[config.mk]
export PLATFORM = sky130hd
export DESIGN_NAME = fetch_stage_pipeline_reg_flat
export DESIGN_NICKNAME = d
export VERILOG_FILES = /design/src/rtl/fetch_stage_pipeline_reg_if.sv /design/src/rtl/fetch_stage_pipeline_reg.sv /design/src/flat_wrapper.sv
export SDC_FILE = /design/constraint.sdc
export NUM_CORES = 1
export LEC_CHECK = 0
export BUFFER_PORTS_ARGS = -buffer_cell sky130_fd_sc_hd__buf_4
export CORE_MARGIN = 3
export CORE_UTILIZATION = 50
export CTS_BUF_LIST = sky130_fd_sc_hd__clkbuf_4 sky130_fd_sc_hd__clkbuf_8
export CTS_CLUSTER_SIZE = 40
export DETAILED_ROUTE_END_ITERATION = 16
export PLACE_DENSITY = 0.9
export SETUP_SLACK_MARGIN = 0.2
export SLEW_MARGIN = 15
export SYNTH_ARGS = -nofsm -noshare
export SYNTH_HDL_FRONTEND = slang
export SYNTH_SLANG_ARGS = --single-unit
[constraint.sdc]
create_clock -name clk -period 2.6 [get_ports clk]
set_input_delay 0.52 -clock clk [delete_from_list [all_inputs] [get_ports clk]]
set_output_delay 0.52 -clock clk [all_outputs]
set_load 0.01 [all_outputs]
[src/rtl/fetch_stage_pipeline_reg_if.sv]
// Hazard-control and IF/ID bus between the hazard unit (master) and the fetch stage (slave).
// Carries the stall/flush controls inbound and the PC, IF/ID latch and status outbound.
interface fetch_stage_pipeline_reg_if #(
    parameter int unsigned WIDTH     = 32,
    parameter int unsigned CNT_WIDTH = 16
);
    logic                 pc_write;
    logic                 IF_ID_write;
    logic                 flush;
    logic [WIDTH-1:0]     branch_target;
    logic [WIDTH-1:0]     instr_in;
    logic [WIDTH-1:0]     pc;
    logic [WIDTH-1:0]     IF_ID_pc_plus4;
    logic [WIDTH-1:0]     IF_ID_instr;
    logic                 IF_ID_valid;
    logic [1:0]           stage_state;
    logic                 stall_timeout;
    logic [CNT_WIDTH-1:0] stall_cnt;
    logic [CNT_WIDTH-1:0] flush_cnt;

    modport master (
        output pc_write, IF_ID_write, flush, branch_target, instr_in,
        input  pc, IF_ID_pc_plus4, IF_ID_instr, IF_ID_valid, stage_state, stall_timeout,
               stall_cnt, flush_cnt
    );

    modport slave (
        input  pc_write, IF_ID_write, flush, branch_target, instr_in,
        output pc, IF_ID_pc_plus4, IF_ID_instr, IF_ID_valid, stage_state, stall_timeout,
               stall_cnt, flush_cnt
    );
endinterface

[src/rtl/fetch_stage_pipeline_reg.sv]
// PC register and IF/ID latch with registered stage-status FSM and sticky stall watchdog.
// Define FETCH_PERF_COUNTERS_EN to build the saturating stall/flush performance counters.
module fetch_stage_pipeline_reg #(
    parameter int unsigned      WIDTH       = 32,
    parameter logic [WIDTH-1:0] RESET_PC    = '0,
    parameter int unsigned      STALL_LIMIT = 8,
    parameter int unsigned      CNT_WIDTH   = 16
) (
    input  logic                      clk,
    input  logic                      rst,
    fetch_stage_pipeline_reg_if.slave bus
);
    typedef enum logic [1:0] {
        StRun   = 2'b00,
        StStall = 2'b01,
        StFlush = 2'b10
    } stage_e;

    localparam int unsigned    RunW   = $clog2(STALL_LIMIT + 1);
    localparam logic [RunW-1:0] RunMax = RunW'(STALL_LIMIT);

    logic             stall;
    logic             redirect;
    logic [WIDTH-1:0] pc_plus4;

    logic [WIDTH-1:0] pc_q, pc_d;
    logic [WIDTH-1:0] if_pc4_q, if_pc4_d;
    logic [WIDTH-1:0] if_instr_q, if_instr_d;
    logic             if_valid_q, if_valid_d;
    stage_e           state_q, state_d;
    logic [RunW-1:0]  run_q, run_d;
    logic             timeout_q, timeout_d;

    // A stalled edge ignores flush: the branch in ID re-resolves next cycle.
    assign stall    = ~bus.pc_write;
    assign redirect = bus.pc_write & bus.flush;
    assign pc_plus4 = pc_q + WIDTH'(4);

    always_comb begin
        pc_d       = pc_q;
        if_pc4_d   = if_pc4_q;
        if_instr_d = if_instr_q;
        if_valid_d = if_valid_q;
        if (redirect) begin
            pc_d       = bus.branch_target;
            if_pc4_d   = '0;
            if_instr_d = '0;
            if_valid_d = 1'b0;
        end else begin
            if (bus.pc_write) begin
                pc_d = pc_plus4;
            end
            // Load is honoured even while the PC is held, and vice versa.
            if (bus.IF_ID_write) begin
                if_pc4_d   = pc_plus4;
                if_instr_d = bus.instr_in;
                if_valid_d = 1'b1;
            end
        end
    end

    always_comb begin
        if (stall) begin
            state_d = StStall;
        end else if (redirect) begin
            state_d = StFlush;
        end else begin
            state_d = StRun;
        end
    end

    always_comb begin
        run_d     = '0;
        timeout_d = timeout_q;
        if (stall) begin
            run_d = (run_q == RunMax) ? run_q : run_q + RunW'(1);
            if (run_d == RunMax) begin
                timeout_d = 1'b1;
            end
        end
    end

    always_ff @(posedge clk or negedge rst) begin
        if (!rst) begin
            pc_q       <= RESET_PC;
            if_pc4_q   <= '0;
            if_instr_q <= '0;
            if_valid_q <= 1'b0;
            state_q    <= StRun;
            run_q      <= '0;
            timeout_q  <= 1'b0;
        end else begin
            pc_q       <= pc_d;
            if_pc4_q   <= if_pc4_d;
            if_instr_q <= if_instr_d;
            if_valid_q <= if_valid_d;
            state_q    <= state_d;
            run_q      <= run_d;
            timeout_q  <= timeout_d;
        end
    end

    assign bus.pc             = pc_q;
    assign bus.IF_ID_pc_plus4 = if_pc4_q;
    assign bus.IF_ID_instr    = if_instr_q;
    assign bus.IF_ID_valid    = if_valid_q;
    assign bus.stage_state    = state_q;
    assign bus.stall_timeout  = timeout_q;

`ifdef FETCH_PERF_COUNTERS_EN
    logic [CNT_WIDTH-1:0] stall_cnt_q, stall_cnt_d;
    logic [CNT_WIDTH-1:0] flush_cnt_q, flush_cnt_d;

    always_comb begin
        stall_cnt_d = stall_cnt_q;
        flush_cnt_d = flush_cnt_q;
        if (stall && (stall_cnt_q != {CNT_WIDTH{1'b1}})) begin
            stall_cnt_d = stall_cnt_q + CNT_WIDTH'(1);
        end
        if (redirect && (flush_cnt_q != {CNT_WIDTH{1'b1}})) begin
            flush_cnt_d = flush_cnt_q + CNT_WIDTH'(1);
        end
    end

    always_ff @(posedge clk or negedge rst) begin
        if (!rst) begin
            stall_cnt_q <= '0;
            flush_cnt_q <= '0;
        end else begin
            stall_cnt_q <= stall_cnt_d;
            flush_cnt_q <= flush_cnt_d;
        end
    end

    assign bus.stall_cnt = stall_cnt_q;
    assign bus.flush_cnt = flush_cnt_q;
`else
    assign bus.stall_cnt = {CNT_WIDTH{1'b0}};
    assign bus.flush_cnt = {CNT_WIDTH{1'b0}};
`endif
endmodule

[src/flat_wrapper.sv]
// flat-port wrapper written by rule: the top's interface ports become plain ports
module fetch_stage_pipeline_reg_flat 
#(
    parameter int unsigned      WIDTH       = 32,
    parameter logic [WIDTH-1:0] RESET_PC    = '0,
    parameter int unsigned      STALL_LIMIT = 8,
    parameter int unsigned      CNT_WIDTH   = 16
)
  (clk, rst, bus_pc_write, bus_IF_ID_write, bus_flush, bus_branch_target, bus_instr_in, bus_pc, bus_IF_ID_pc_plus4, bus_IF_ID_instr, bus_IF_ID_valid, bus_stage_state, bus_stall_timeout, bus_stall_cnt, bus_flush_cnt);
  fetch_stage_pipeline_reg_if #(.WIDTH(WIDTH), .CNT_WIDTH(CNT_WIDTH)) bus_i ();
  input  logic clk;
  input  logic rst;
  input wire logic [$bits(bus_i.pc_write)-1:0] bus_pc_write;
  input wire logic [$bits(bus_i.IF_ID_write)-1:0] bus_IF_ID_write;
  input wire logic [$bits(bus_i.flush)-1:0] bus_flush;
  input wire logic [$bits(bus_i.branch_target)-1:0] bus_branch_target;
  input wire logic [$bits(bus_i.instr_in)-1:0] bus_instr_in;
  output wire logic [$bits(bus_i.pc)-1:0] bus_pc;
  output wire logic [$bits(bus_i.IF_ID_pc_plus4)-1:0] bus_IF_ID_pc_plus4;
  output wire logic [$bits(bus_i.IF_ID_instr)-1:0] bus_IF_ID_instr;
  output wire logic [$bits(bus_i.IF_ID_valid)-1:0] bus_IF_ID_valid;
  output wire logic [$bits(bus_i.stage_state)-1:0] bus_stage_state;
  output wire logic [$bits(bus_i.stall_timeout)-1:0] bus_stall_timeout;
  output wire logic [$bits(bus_i.stall_cnt)-1:0] bus_stall_cnt;
  output wire logic [$bits(bus_i.flush_cnt)-1:0] bus_flush_cnt;
  assign bus_i.pc_write = bus_pc_write;
  assign bus_i.IF_ID_write = bus_IF_ID_write;
  assign bus_i.flush = bus_flush;
  assign bus_i.branch_target = bus_branch_target;
  assign bus_i.instr_in = bus_instr_in;
  assign bus_pc = bus_i.pc;
  assign bus_IF_ID_pc_plus4 = bus_i.IF_ID_pc_plus4;
  assign bus_IF_ID_instr = bus_i.IF_ID_instr;
  assign bus_IF_ID_valid = bus_i.IF_ID_valid;
  assign bus_stage_state = bus_i.stage_state;
  assign bus_stall_timeout = bus_i.stall_timeout;
  assign bus_stall_cnt = bus_i.stall_cnt;
  assign bus_flush_cnt = bus_i.flush_cnt;
  fetch_stage_pipeline_reg #(.WIDTH(WIDTH), .RESET_PC(RESET_PC), .STALL_LIMIT(STALL_LIMIT), .CNT_WIDTH(CNT_WIDTH)) u_core (.clk(clk), .rst(rst), .bus(bus_i));
endmodule
**Word level (Yosys, flattened, before mapping)**

Cells that the tools add are included.

- Add/subtract/negate cells: 2
- Multiply operators: 0
- Div/mod/pow operators: 0
- $lt $le $gt $ge: 0
- Equal/unequal tests: 2
- Shifts and indexed selects: 0
- Multiplexer cells: 12
- Bitwise logic cells: 2
- Reductions and logical operators: 3

Operator list:

| kind | number |
|---|---|
| 32-bit two-way mux | 6 |
| 32-bit by 3-bit adder with 32-bit output (second input constant) | 1 |
| 4-bit equality test (second input constant) | 2 |
| 4-bit two-way mux | 2 |
| 4-bit by 1-bit adder with 4-bit output (second input constant) | 1 |
| 2-bit two-way mux | 2 |
| 2-bit nonzero test | 2 |
| 1-bit two-way mux | 2 |
| 2-bit AND reduction | 1 |
| 1-bit bitwise AND | 1 |
| 1-bit inverter | 1 |

- Register bits after elaboration: 104
- Bits in latches: 0
- RAM bits: 0
- Memory bits (read-only): 0
- Output and inout bits: 132
- Logic and storage cells: 28
- Memories: 0

**Logic depth before layout (Yosys ltp)**

- Depth after elaboration: 4
- Gate-level depth with buffers: 6
- Depth with buffers taken out: 6

**Least setup slack after synthesis**

Ideal clock, no wire load.

- Path kind: register to register
- Start: reg u_core.pc_q[2] (netlist: u_core.bus.pc[2])
- End: reg u_core.pc_q[18] (netlist: u_core.bus.pc[18])
- Data arrival time: 1795 ps
- Setup slack: 689 ps
- Stages on the path, launching flop included: 6
- Clock period less this slack: 1911 ps
- Cells stage by stage: dfrtp_1 ha_1 nand4_1 nor3_2 nand3b_1 o311ai_0

- Cells in the longest elaborated chain, start to end: 3

Ends and longest elaborated chain:

| item | line | RTL |
|---|---|---|
| start: declaration | fetch_stage_pipeline_reg.sv:26 | `logic [WIDTH-1:0] pc_q, pc_d;` |
| start signal: assignment | fetch_stage_pipeline_reg.sv:93 | `pc_q <= pc_d;` |
| 32-bit by 3-bit adder with 32-bit output | fetch_stage_pipeline_reg.sv:37 | `assign pc_plus4 = pc_q + WIDTH'(4);` |
| 32-bit two-way mux | fetch_stage_pipeline_reg.sv:50 | `if (bus.pc_write) begin` |
| 32-bit two-way mux | fetch_stage_pipeline_reg.sv:44 | `if (redirect) begin` |

Every way passes these cells. The select of a mux whose other input is x is not followed.
A chain may end at the register's enable or synchronous reset.

**Worst setup path after layout**

- Start: reg u_core.pc_q[4] (netlist: u_core.bus.pc[4])
- End: reg u_core.if_pc4_q[17] (netlist: u_core.bus.IF_ID_pc_plus4[17])

- Cells in the longest elaborated chain, start to end: 3

Ends and longest elaborated chain:

| item | line | RTL |
|---|---|---|
| 32-bit by 3-bit adder with 32-bit output | fetch_stage_pipeline_reg.sv:37 |  |
| 32-bit two-way mux | fetch_stage_pipeline_reg.sv:54 | `if (bus.IF_ID_write) begin` |
| 32-bit two-way mux | fetch_stage_pipeline_reg.sv:44 |  |
| end signal: assignment | fetch_stage_pipeline_reg.sv:94 | `if_pc4_q <= if_pc4_d;` |
| end: declaration | fetch_stage_pipeline_reg.sv:27 | `logic [WIDTH-1:0] if_pc4_q, if_pc4_d;` |

Every way passes these cells. The select of a mux whose other input is x is not followed.

==> metrics <==
Synth Area in Compound Gates 14.5%; R2R Setup Slk 0.39 ns; area delta synth->final 27.0%; Worst-path clk slew 0.12 ns; die width 109 um; Routed WL per cell 17.2 um; Max Freq 452 MHz; Final Max Slew Viols 0; Placed Instances 819; critical-path cell list nand3_1 > nor4_4 > nand3_1 > xor2_1 > a21oi_1; first-pass GRT wire length 22.3 mm; non-filler cells, final 834; most common cell type on the critical path nand3_1; Final period util 85.2%; Worst Tran Pin Value 0.711 ns; row count 36; Worst setup SP type flop; Slowest-stage cell, CP nor4_4; die footprint 11900 um2; crit path time final 2.21 ns; Post-synth top cells 104 x dfrtp_1, 62 x nor2_1, 48 x a21oi_1; static leakage 0.00328 uW; Vias per Instance 5.68; Total Neg Setup Slack 0 ns; Mapped Cells 547; sequential-to-total area share from yosys stat 49.2%; Crit. End Element flop; number of global-route vias before repair 4424; footprint of the multi-input gates 2400 um2; adder-cell share of the synthesized area 0.709%; Worst-Skew Late Latency 0.38 ns; Initial DRC Count 398; Clock Sinks 104; filler instances 771; vias post-DR 4736; Switch Pwr 1350 uW; Post-DP HPWL 10.5 mm; maximum ir drop on the vdd rail 0.292 mV; largest net degree at the start of global routing 64; Synth top area share 49.2%; main combinational cell family by area after synthesis compound AO/OA/AOI/OAI gates; Syn Std Cell Area 5290 um2; Core Region 10000 um2; predominant post-synthesis flop cell dfrtp_1; GRT overflow 0; simple-gate share of the synthesized area 14.0%; Comb pwr share 26.0%; Synth cell types 43; FF+latch area 2600 um2; post-CTS setup buffer count 0; IO buf count 168; Diodes inserted 0; ys async rst share 100%; clk_skew 0.0213 ns; Synth Area in XOR/XNOR 4.80%; status completed; Final setup viols 0; crit path kind flop to flop; Sw Ratio 33.6%; CP peak stage delay 0.63 ns; CTS tree built; nets@finish 769; routability cong. 0.887; die extent in y 109 um; Starting Density 52.7%; count leader, synth dfrtp_1; Final Hold Fails 0; number of synthesized flops with an enable pin 0; Max Root-Sink Buffers 2; max_cap viols 0; GRT Util Overall 24.1%; H-tree depth 3; Area contributors post-synth dfrtp_1 49%, mux2i_1 8.7%, buf_4 4.8%; R2R cell count 5; worst path required time 2.89 ns; synthesized area per cell 9.67 um2; launch point of the worst reg-to-reg path u_core.bus.pc[4]; post-synthesis mux area share 8.70%; cell taking the most area after synthesis dfrtp_1; Flop pwr share 50.5%; layout cells sized above 1 28.8%; CP arrival 2.51 ns; Final ANT Viol Nets 0; initial antenna violation count 0; Clk network pwr share 23.5%; Ports 201; DRC 0; total CTS buffers 9; Slew HR 52.6%; Pwr Density 599 nW/um2; P_int 2680 uW; clk root buf clkbuf_8; FF-to-FF End u_core.bus.IF_ID_pc_plus4[17]; Worst Hold Class input pin to asynchronous set/reset pin; unrepaired setup endpoints after global routing no; TritonRoute pass-1 iters 5; final wirelength 14.4 mm; CP max FO 10; FF+latch count, synth 104; Yosys Warn Count 0
[layout make-up]
type / count / share of cell area (%)
clock inverter: 6 / 0.782
sequential: 104 / 38.7
tap: 133 / 2.48
timing repair buffer: 176 / 20.0
multi-input combinational: 397 / 35.6
inverter: 9 / 0.503
clock buffer: 9 / 1.84
[layout by cell type, fill, tap and decap left out, types with 12 or more instances in the layout]
master,instances
o21ai_0,40
a21oi_1,48
xor2_1,20
mux2i_1,46
dfrtp_1,104
nor2_1,62
nand2_1,38
a22oi_1,12
conb_1,32
buf_4,174
nand3_1,20
[state kept, by name, indices dropped and copies added, names as in the netlist]
signal and flops:
u_core.bus.pc 32, u_core.bus.IF_ID_instr 32, u_core.bus.IF_ID_pc_plus4 32, u_core.bus.stage_state 2
u_core.bus.stall_timeout 1, u_core.bus.IF_ID_valid 1, u_core.run_q 4
[kinds of logic after synthesis]
kind of cell               after synthesis
muxes                                   46
adders and majority gates                3
DFF                                    104
AOI/OAI and AO/OA                      132
and+or+nand+nor                        155
other                                    1
xor gates and xnor gates                29
buffers and inverters                   77
[timing repair]
| item | in CTS | in global routing |
|---|---|---|
| resized for setup | 0 | 2 |
| hold buffers | 0 | 0 |
| setup endpoints to repair | 0 | 8 |
[power groups by stage]
stage	Sequential (uW)	Combinational, uW	Clock, uW
after CTS	2030	1050	962
after global placement	2040	1020	0
final	2030	1050	949
after floorplan	2090	485	0
after global routing	2060	1140	1030
after detailed placement	2060	1050	0
[per-layer routing]
metal	wire length (um)	global-route usage, %	part of all wire [%]	up-vias
met1	5530	30.9	38	2310
met3	1300	6.16	9.0	24
met2	7270	39.8	51	250
met4	282	7.94	2.0	0
li1	-	-	-	2152
met5	0	0	0	-
[through the flow]
stage	setup slack, ns	hold WS (ns)	utilization, %	instance area, um2	total power (uW)
final	0.386	0.0865	66.9	6720	4030
after global routing	0.205	0.102	66.9	6720	4240
after CTS	0.356	0.102	66.8	6710	4040
after detailed placement	0.369	0.462	65.0	6530	3110
after global placement	0.496	0.460	65.0	6530	3060
after floorplan	0.689	0.224	-	5410	2570
[how the worst max path moves through the flow]
| stage | cells after the start | slack, ns | to | start |
|---|---|---|---|---|
| after floorplan | 5 | 0.69 | u_core.bus.pc[18] | u_core.bus.pc[2] |
| after CTS | 5 | 0.36 | u_core.bus.pc[16] | u_core.bus.pc[2] |
| after global placement | 6 | 0.50 | u_core.bus.pc[24] | u_core.bus.pc[2] |
| final | 5 | 0.39 | u_core.bus.IF_ID_pc_plus4[17] | u_core.bus.pc[4] |
| after global routing | 6 | 0.20 | u_core.bus.pc[14] | u_core.bus.pc[2] |
| after detailed placement | 5 | 0.37 | u_core.bus.pc[22] | u_core.bus.pc[2] |
[worst max-delay path, delay by kind of cell, from the launching register on]
family	cells	cell delay, ns
flops	1	0.50
xor+xnor	1	0.20
simple gates	3	1.29
compound gates	1	0.15
Power figures use the tool's default switching activity.
